File: config.mk
export PLATFORM = sky130hd
export DESIGN_NAME = dmem_dual_slot_sequencer
export DESIGN_NICKNAME = d
export VERILOG_FILES = /design/src/rtl/dmem_dual_slot_sequencer.sv
export SDC_FILE = /design/constraint.sdc
export NUM_CORES = 1
export LEC_CHECK = 0
export CAP_MARGIN = 5
export CORE_ASPECT_RATIO = 1.75
export CORE_MARGIN = 2
export CORE_UTILIZATION = 25
export DETAILED_ROUTE_END_ITERATION = 12
export GPL_TIMING_DRIVEN = 0
export SETUP_SLACK_MARGIN = 0.2
export SLEW_MARGIN = 25
export SYNTH_ARGS = -nofsm -noshare
export SYNTH_HDL_FRONTEND = slang
export SYNTH_SLANG_ARGS = --single-unit
export TNS_END_PERCENT = 5
File: constraint.sdc
create_clock -name clk -period 2.39 [get_ports clk]
set_input_delay 0.3585 -clock clk [delete_from_list [all_inputs] [get_ports clk]]
set_output_delay 0.3585 -clock clk [all_outputs]
set_load 0.005 [all_outputs]
File: src/rtl/dmem_dual_slot_sequencer.sv
// Sequences a dual-issue bundle onto one single-port synchronous-read memory,
// slot 0 first, and returns both slots' write-back results in one cycle.
//
// state | meaning
// IDLE  | waiting for a bundle; accepts and latches it when in_valid=1
// ISS0  | slot 0 memory access issued
// ISS1  | slot 1 memory access issued; slot 0 load data captured if any
// DRAIN | last-issued load data captured; no access
// OUT   | wb_valid pulse with both slots' results
module dmem_dual_slot_sequencer #(
   parameter int ADDR_W = 10
) (
   input  logic              clk,
   input  logic              reset,
   input  logic              in_valid,
   input  logic [31:0]       alu_res0,
   input  logic [31:0]       alu_res1,
   input  logic [31:0]       wdata0,
   input  logic [31:0]       wdata1,
   input  logic              mem_read0,
   input  logic              mem_read1,
   input  logic              mem_write0,
   input  logic              mem_write1,
   input  logic              reg_write0,
   input  logic              reg_write1,
   input  logic [4:0]        rd0,
   input  logic [4:0]        rd1,
   output logic              stall,
   output logic              mem_en,
   output logic              mem_we,
   output logic [ADDR_W-1:0] mem_addr,
   output logic [31:0]       mem_wdata,
   input  logic [31:0]       mem_rdata,
   output logic              wb_valid,
   output logic [31:0]       wb_data0,
   output logic [31:0]       wb_data1,
   output logic [4:0]        wb_rd0,
   output logic [4:0]        wb_rd1,
   output logic              wb_en0,
   output logic              wb_en1
);

   typedef enum logic [2:0] {IDLE, ISS0, ISS1, DRAIN, OUT} state_t;

   state_t      state_q, state_d;
   logic [31:0] res0_q, res1_q;
   logic [31:0] wdata0_q, wdata1_q;
   logic [4:0]  rd0_q, rd1_q;
   logic        rw0_q, rw1_q;
   logic        st0_q, st1_q;
   logic        ld0_q, ld1_q;

   // A store wins over a load when both flags are set on one slot.
   logic ld0_in, ld1_in, op0_in, op1_in, op1_q;
   assign ld0_in = mem_read0 & ~mem_write0;
   assign ld1_in = mem_read1 & ~mem_write1;
   assign op0_in = mem_read0 | mem_write0;
   assign op1_in = mem_read1 | mem_write1;
   assign op1_q  = st1_q | ld1_q;

   assign stall = in_valid & (state_q != IDLE);

   always_ff @(posedge clk) begin
      if (reset) begin
         state_q  <= IDLE;
         res0_q   <= '0;
         res1_q   <= '0;
         wdata0_q <= '0;
         wdata1_q <= '0;
         rd0_q    <= '0;
         rd1_q    <= '0;
         rw0_q    <= 1'b0;
         rw1_q    <= 1'b0;
         st0_q    <= 1'b0;
         st1_q    <= 1'b0;
         ld0_q    <= 1'b0;
         ld1_q    <= 1'b0;
      end else begin
         state_q <= state_d;
         case (state_q)
            IDLE: begin
               if (in_valid) begin
                  res0_q   <= alu_res0;
                  res1_q   <= alu_res1;
                  wdata0_q <= wdata0;
                  wdata1_q <= wdata1;
                  rd0_q    <= rd0;
                  rd1_q    <= rd1;
                  rw0_q    <= reg_write0;
                  rw1_q    <= reg_write1;
                  st0_q    <= mem_write0;
                  st1_q    <= mem_write1;
                  ld0_q    <= ld0_in;
                  ld1_q    <= ld1_in;
               end
            end
            // A slot 0 load always routes through ISS0, so its data is here now.
            ISS1: begin
               if (ld0_q) res0_q <= mem_rdata;
            end
            DRAIN: begin
               if (op1_q) begin
                  if (ld1_q) res1_q <= mem_rdata;
               end else if (ld0_q) begin
                  res0_q <= mem_rdata;
               end
            end
            default: ;
         endcase
      end
   end

   always_comb begin
      state_d   = state_q;
      mem_en    = 1'b0;
      mem_we    = 1'b0;
      mem_addr  = '0;
      mem_wdata = '0;
      wb_valid  = 1'b0;
      wb_data0  = '0;
      wb_data1  = '0;
      wb_rd0    = '0;
      wb_rd1    = '0;
      wb_en0    = 1'b0;
      wb_en1    = 1'b0;
      case (state_q)
         IDLE: begin
            if (in_valid) begin
               if (op0_in)      state_d = ISS0;
               else if (op1_in) state_d = ISS1;
               else             state_d = OUT;
            end
         end
         ISS0: begin
            mem_en    = 1'b1;
            mem_we    = st0_q;
            mem_addr  = res0_q[ADDR_W+1:2];
            mem_wdata = wdata0_q;
            state_d   = op1_q ? ISS1 : DRAIN;
         end
         ISS1: begin
            mem_en    = 1'b1;
            mem_we    = st1_q;
            mem_addr  = res1_q[ADDR_W+1:2];
            mem_wdata = wdata1_q;
            state_d   = DRAIN;
         end
         DRAIN: state_d = OUT;
         OUT: begin
            wb_valid = 1'b1;
            wb_data0 = res0_q;
            wb_data1 = res1_q;
            wb_rd0   = rd0_q;
            wb_rd1   = rd1_q;
            wb_en0   = rw0_q & (rd0_q != 5'd0);
            wb_en1   = rw1_q & (rd1_q != 5'd0);
            state_d  = IDLE;
         end
         default: state_d = IDLE;
      endcase
      // Reset must suppress any access or write-back in the same cycle.
      if (reset) begin
         state_d   = IDLE;
         mem_en    = 1'b0;
         mem_we    = 1'b0;
         mem_addr  = '0;
         mem_wdata = '0;
         wb_valid  = 1'b0;
         wb_data0  = '0;
         wb_data1  = '0;
         wb_rd0    = '0;
         wb_rd1    = '0;
         wb_en0    = 1'b0;
         wb_en1    = 1'b0;
      end
   end

endmodule

==> run summary <==
post-synthesis sequential area ratio = 42.3%
CTS root buf = clkbuf_16
share of cells above drive strength 1 = 21.7%
Hold Vio Cnt, Final = 0
Final nets = 1429
Via-to-Cell Ratio = 4.60
Post-synth EDFFs = 0
Slowest cell on crit path = dfxtp_2
top_reg_cell synth = dfxtp_1
Worst path top cell family by delay = buffers and inverters
multiplexer area fraction after synthesis = 4.61%
initial antenna violation count = 4
minimum clock period = 2.31 ns
fin crit share = 96.8%
Netlist Area Pre-Place = 0.00695 sq mm
Critical Path Start = state_q[1]
CTS tree = built
crit path kind = reg2out
yosys synthesis warning count = 0
Port Buf Inserts = 299
Bufs and invs on worst path = 6
CP Launch Type = register
DRC errors left = 0
initial core utilization = 25.4%
crit-path cells = buf_6, nor4b_4, buf_6, clkbuf_16, buf_6, buf_6, and2_4, buf_6
post-DP HPWL = 22800 microns
clk_skew = 0.00702 ns
crit-path most repeated cell = buf_6
Ports = 301
Post-Synth XOR/XNOR Area = 0%
status = finished, final reports clean
RSZ-0062 raised after global routing = true
gr usage total = 20.4%
MaxCap Viol Count = 0
largest family of logic cells by synthesized area = simple AND/OR/NAND/NOR gates
vias in the first global route = 7858
placed cells = 1555
Final setup viols = 0
hold slack = 0.455 ns
Slew HR = 43.0%
Hold Path Origin = ld0_q
initial DRC count = 289
Peak Freq = 432 MHz
Pre-Repair DR Iteration Count = 5
Post-Syn Nets = 1066
FF+latch count, synth = 147
non-filler cells, final = 1637
later-pin clock latency in the skew report = 0.42 ns
data arrival time of the worst path = 1.95 ns
TritonCTS Buffers = 17
Clock Tree Buf Depth = 2
drt wl/cell = 18.4 microns
Gate Count Post-Synth = 887
routed via count = 7526
worst-margin pin slew = 0.856 ns
largest net degree at the start of global routing = 17
Synth cell types = 28
total wire length = 30100 microns
FP Rows = 80
Crit. End Element = output pin
htree depth = 4
power per cell area = 666 mW/mm^2
total die area = 0.0292 sq mm
CTS Sinks = 147
adder-cell share of the synthesized area = 0%
first-pass GRT wire length = 44800 microns
max-slew violations = 0
CP required = 2.03 ns
height of the die = 225 microns
Core Footprint = 0.0273 sq mm
Power Total = 0.00772 W
setup TNS = 0 ns
VDD IR-drop max = 0.455 mV
Syn Area/Cell = 7.84 sq um
Routed Antenna Nets = 0
critical path's largest stage delay = 0.31 ns
CTS clk-pin slew, worst paths = 0.06 ns
GRT Residual Overflow = 0
GPL Wtd Cong = 0.822
Reg-to-Reg Start = state_q[1]
area growth from synthesis to layout = 66.7%
Hold Path Class = reg2reg
largest fanout on the critical path = 7
die width = 130 microns
Async SR Flop Fraction = 0%
Static Leak = 4.95 nW
Synth Area in Simple Gates = 26.7%
compound-cell area share of the yosys netlist = 21.1%
cell type report:
| class | instances | area (sq um) |
|---|---|---|
| Buffer | 80 | 637 |
| Antenna cell | 5 | 12.5 |
| Clock inverter | 13 | 206 |
| Fill cell | 2807 | 15700 |
| Sequential cell | 147 | 2950 |
| Clock buffer | 19 | 443 |
| Inverter | 1 | 3.75 |
| Multi-Input combinational cell | 659 | 3770 |
| Timing Repair Buffer | 344 | 3110 |
| Tap cell | 369 | 462 |
stage by stage:
| step | util (%) | instance area [sq um] | worst slack [ns] |
|---|---|---|---|
| detailed placement | 38.1 | 10400 | -1.13 |
| finish | 42.4 | 11600 | 0.0770 |
| global placement | 38.1 | 10400 | -1.14 |
| global route | 42.4 | 11600 | 0.00670 |
| CTS | 42.2 | 11500 | 0.0540 |
| floorplan | - | 6950 | 0.376 |
synthesized netlist by cell type, types with 2 or more instances:
cell type | instances | area, sq um
nand2_1 | 224 | 841
dfxtp_1 | 147 | 2940
nor2_1 | 115 | 432
a21oi_1 | 83 | 415
and2_1 | 75 | 469
clkbuf_1 | 54 | 203
a22oi_1 | 43 | 323
a311oi_1 | 32 | 280
mux2i_1 | 32 | 320
a211oi_2 | 28 | 350
buf_2 | 19 | 95.1
nor3_1 | 5 | 25.0
a211oi_1 | 4 | 30.0
buf_4 | 4 | 30.0
buf_6 | 3 | 33.8
nand3b_1 | 3 | 22.5
or3_1 | 3 | 18.8
nand3_1 | 2 | 10.0
o311a_1 | 2 | 20.0
final timing paths:
| path | slack, ns | end | depth (start not counted) |
|---|---|---|---|
| max reg2reg | 0.13 | res1_q[2] | 6 |
| max | 0.08 | wb_data1[1] | 8 |
| min | 0.46 | ld0_q | 2 |
| min reg2reg | 0.46 | ld0_q | 2 |
placed cells by master, fill, tap and decap left out, types with 2 or more instances in the layout:
cell type | netlist | final
nand2_1 | 224 | 224
and2_1 | 75 | 60
nand3b_1 | 3 | 3
a211oi_1 | 4 | 4
buf_8 | 0 | 6
dlygate4sd2_1 | 0 | 25
clkbuf_1 | 54 | 36
diode_2 | 0 | 5
buf_4 | 4 | 22
a21oi_1 | 83 | 83
dfxtp_2 | 0 | 3
nor2_1 | 115 | 114
clkdlybuf4s50_1 | 0 | 178
o311a_1 | 2 | 2
clkinv_2 | 0 | 3
and2_4 | 0 | 15
clkbuf_8 | 0 | 7
mux2i_1 | 32 | 32
dfxtp_1 | 147 | 144
buf_12 | 0 | 5
a311oi_1 | 32 | 32
bufinv_16 | 0 | 5
a211oi_2 | 28 | 28
buf_2 | 19 | 86
nand3_1 | 2 | 2
a22oi_2 | 0 | 9
clkinv_4 | 0 | 2
nor3_1 | 5 | 3
clkbuf_16 | 0 | 27
a22oi_1 | 43 | 34
clkinvlp_4 | 0 | 2
clkdlybuf4s15_1 | 0 | 8
clkbuf_2 | 0 | 11
buf_6 | 3 | 30
or3_1 | 3 | 3
cell families (layout without fill, tap and decap cells):
family / Yosys count / after routing
buffers and inverters: 81 / 457
other: 0 / 5
flip-flops: 147 / 147
AND/OR/NAND/NOR: 432 / 432
multiplexers: 32 / 32
AO/OA/AOI/OAI: 195 / 195
worst min-delay path: cells and delay by family (launching register included):
| kind | cells | cell delay [ns] |
|---|---|---|
| compound gates | 1 | 0.05 |
| simple gates | 1 | 0.05 |
| flops | 1 | 0.31 |
registers in the layout (all words and copies together), names as in the netlist:
name      count
rd1_q         5
state_q       3
res0_q       32
res1_q       32
st1_q         1
wdata0_q     32
ld1_q         1
st0_q         1
rw0_q         1
wdata1_q     32
ld0_q         1
rd0_q         5
rw1_q         1
report_power, final:
group	switching (W)	internal, W
Sequential	0.000166	0.00274
Combinational	0.000960	0.000873
Clock	0.00110	0.00188
Total	0.00223	0.00549
layer usage:
layer | part of all wire [%] | routed length, microns | vias to the layer above | global-route usage [%]
li1 | - | - | 3736 | -
met1 | 36 | 11000 | 3543 | 20.7
met2 | 57 | 17000 | 211 | 40.0
met3 | 4.5 | 1350 | 36 | 3.47
met4 | 2.6 | 785 | 0 | 7.91
met5 | 0 | 0 | - | 0
timing repair:
action                                  4_1_cts  5_1_grt
resized for setup                           486       41
endpoints found under the setup margin      131      183
cloned                                        7        1
buffers inserted                             36        1
hold buffers                                  0        0
pin swaps                                    16        7
Power figures use the tool's default switching activity.
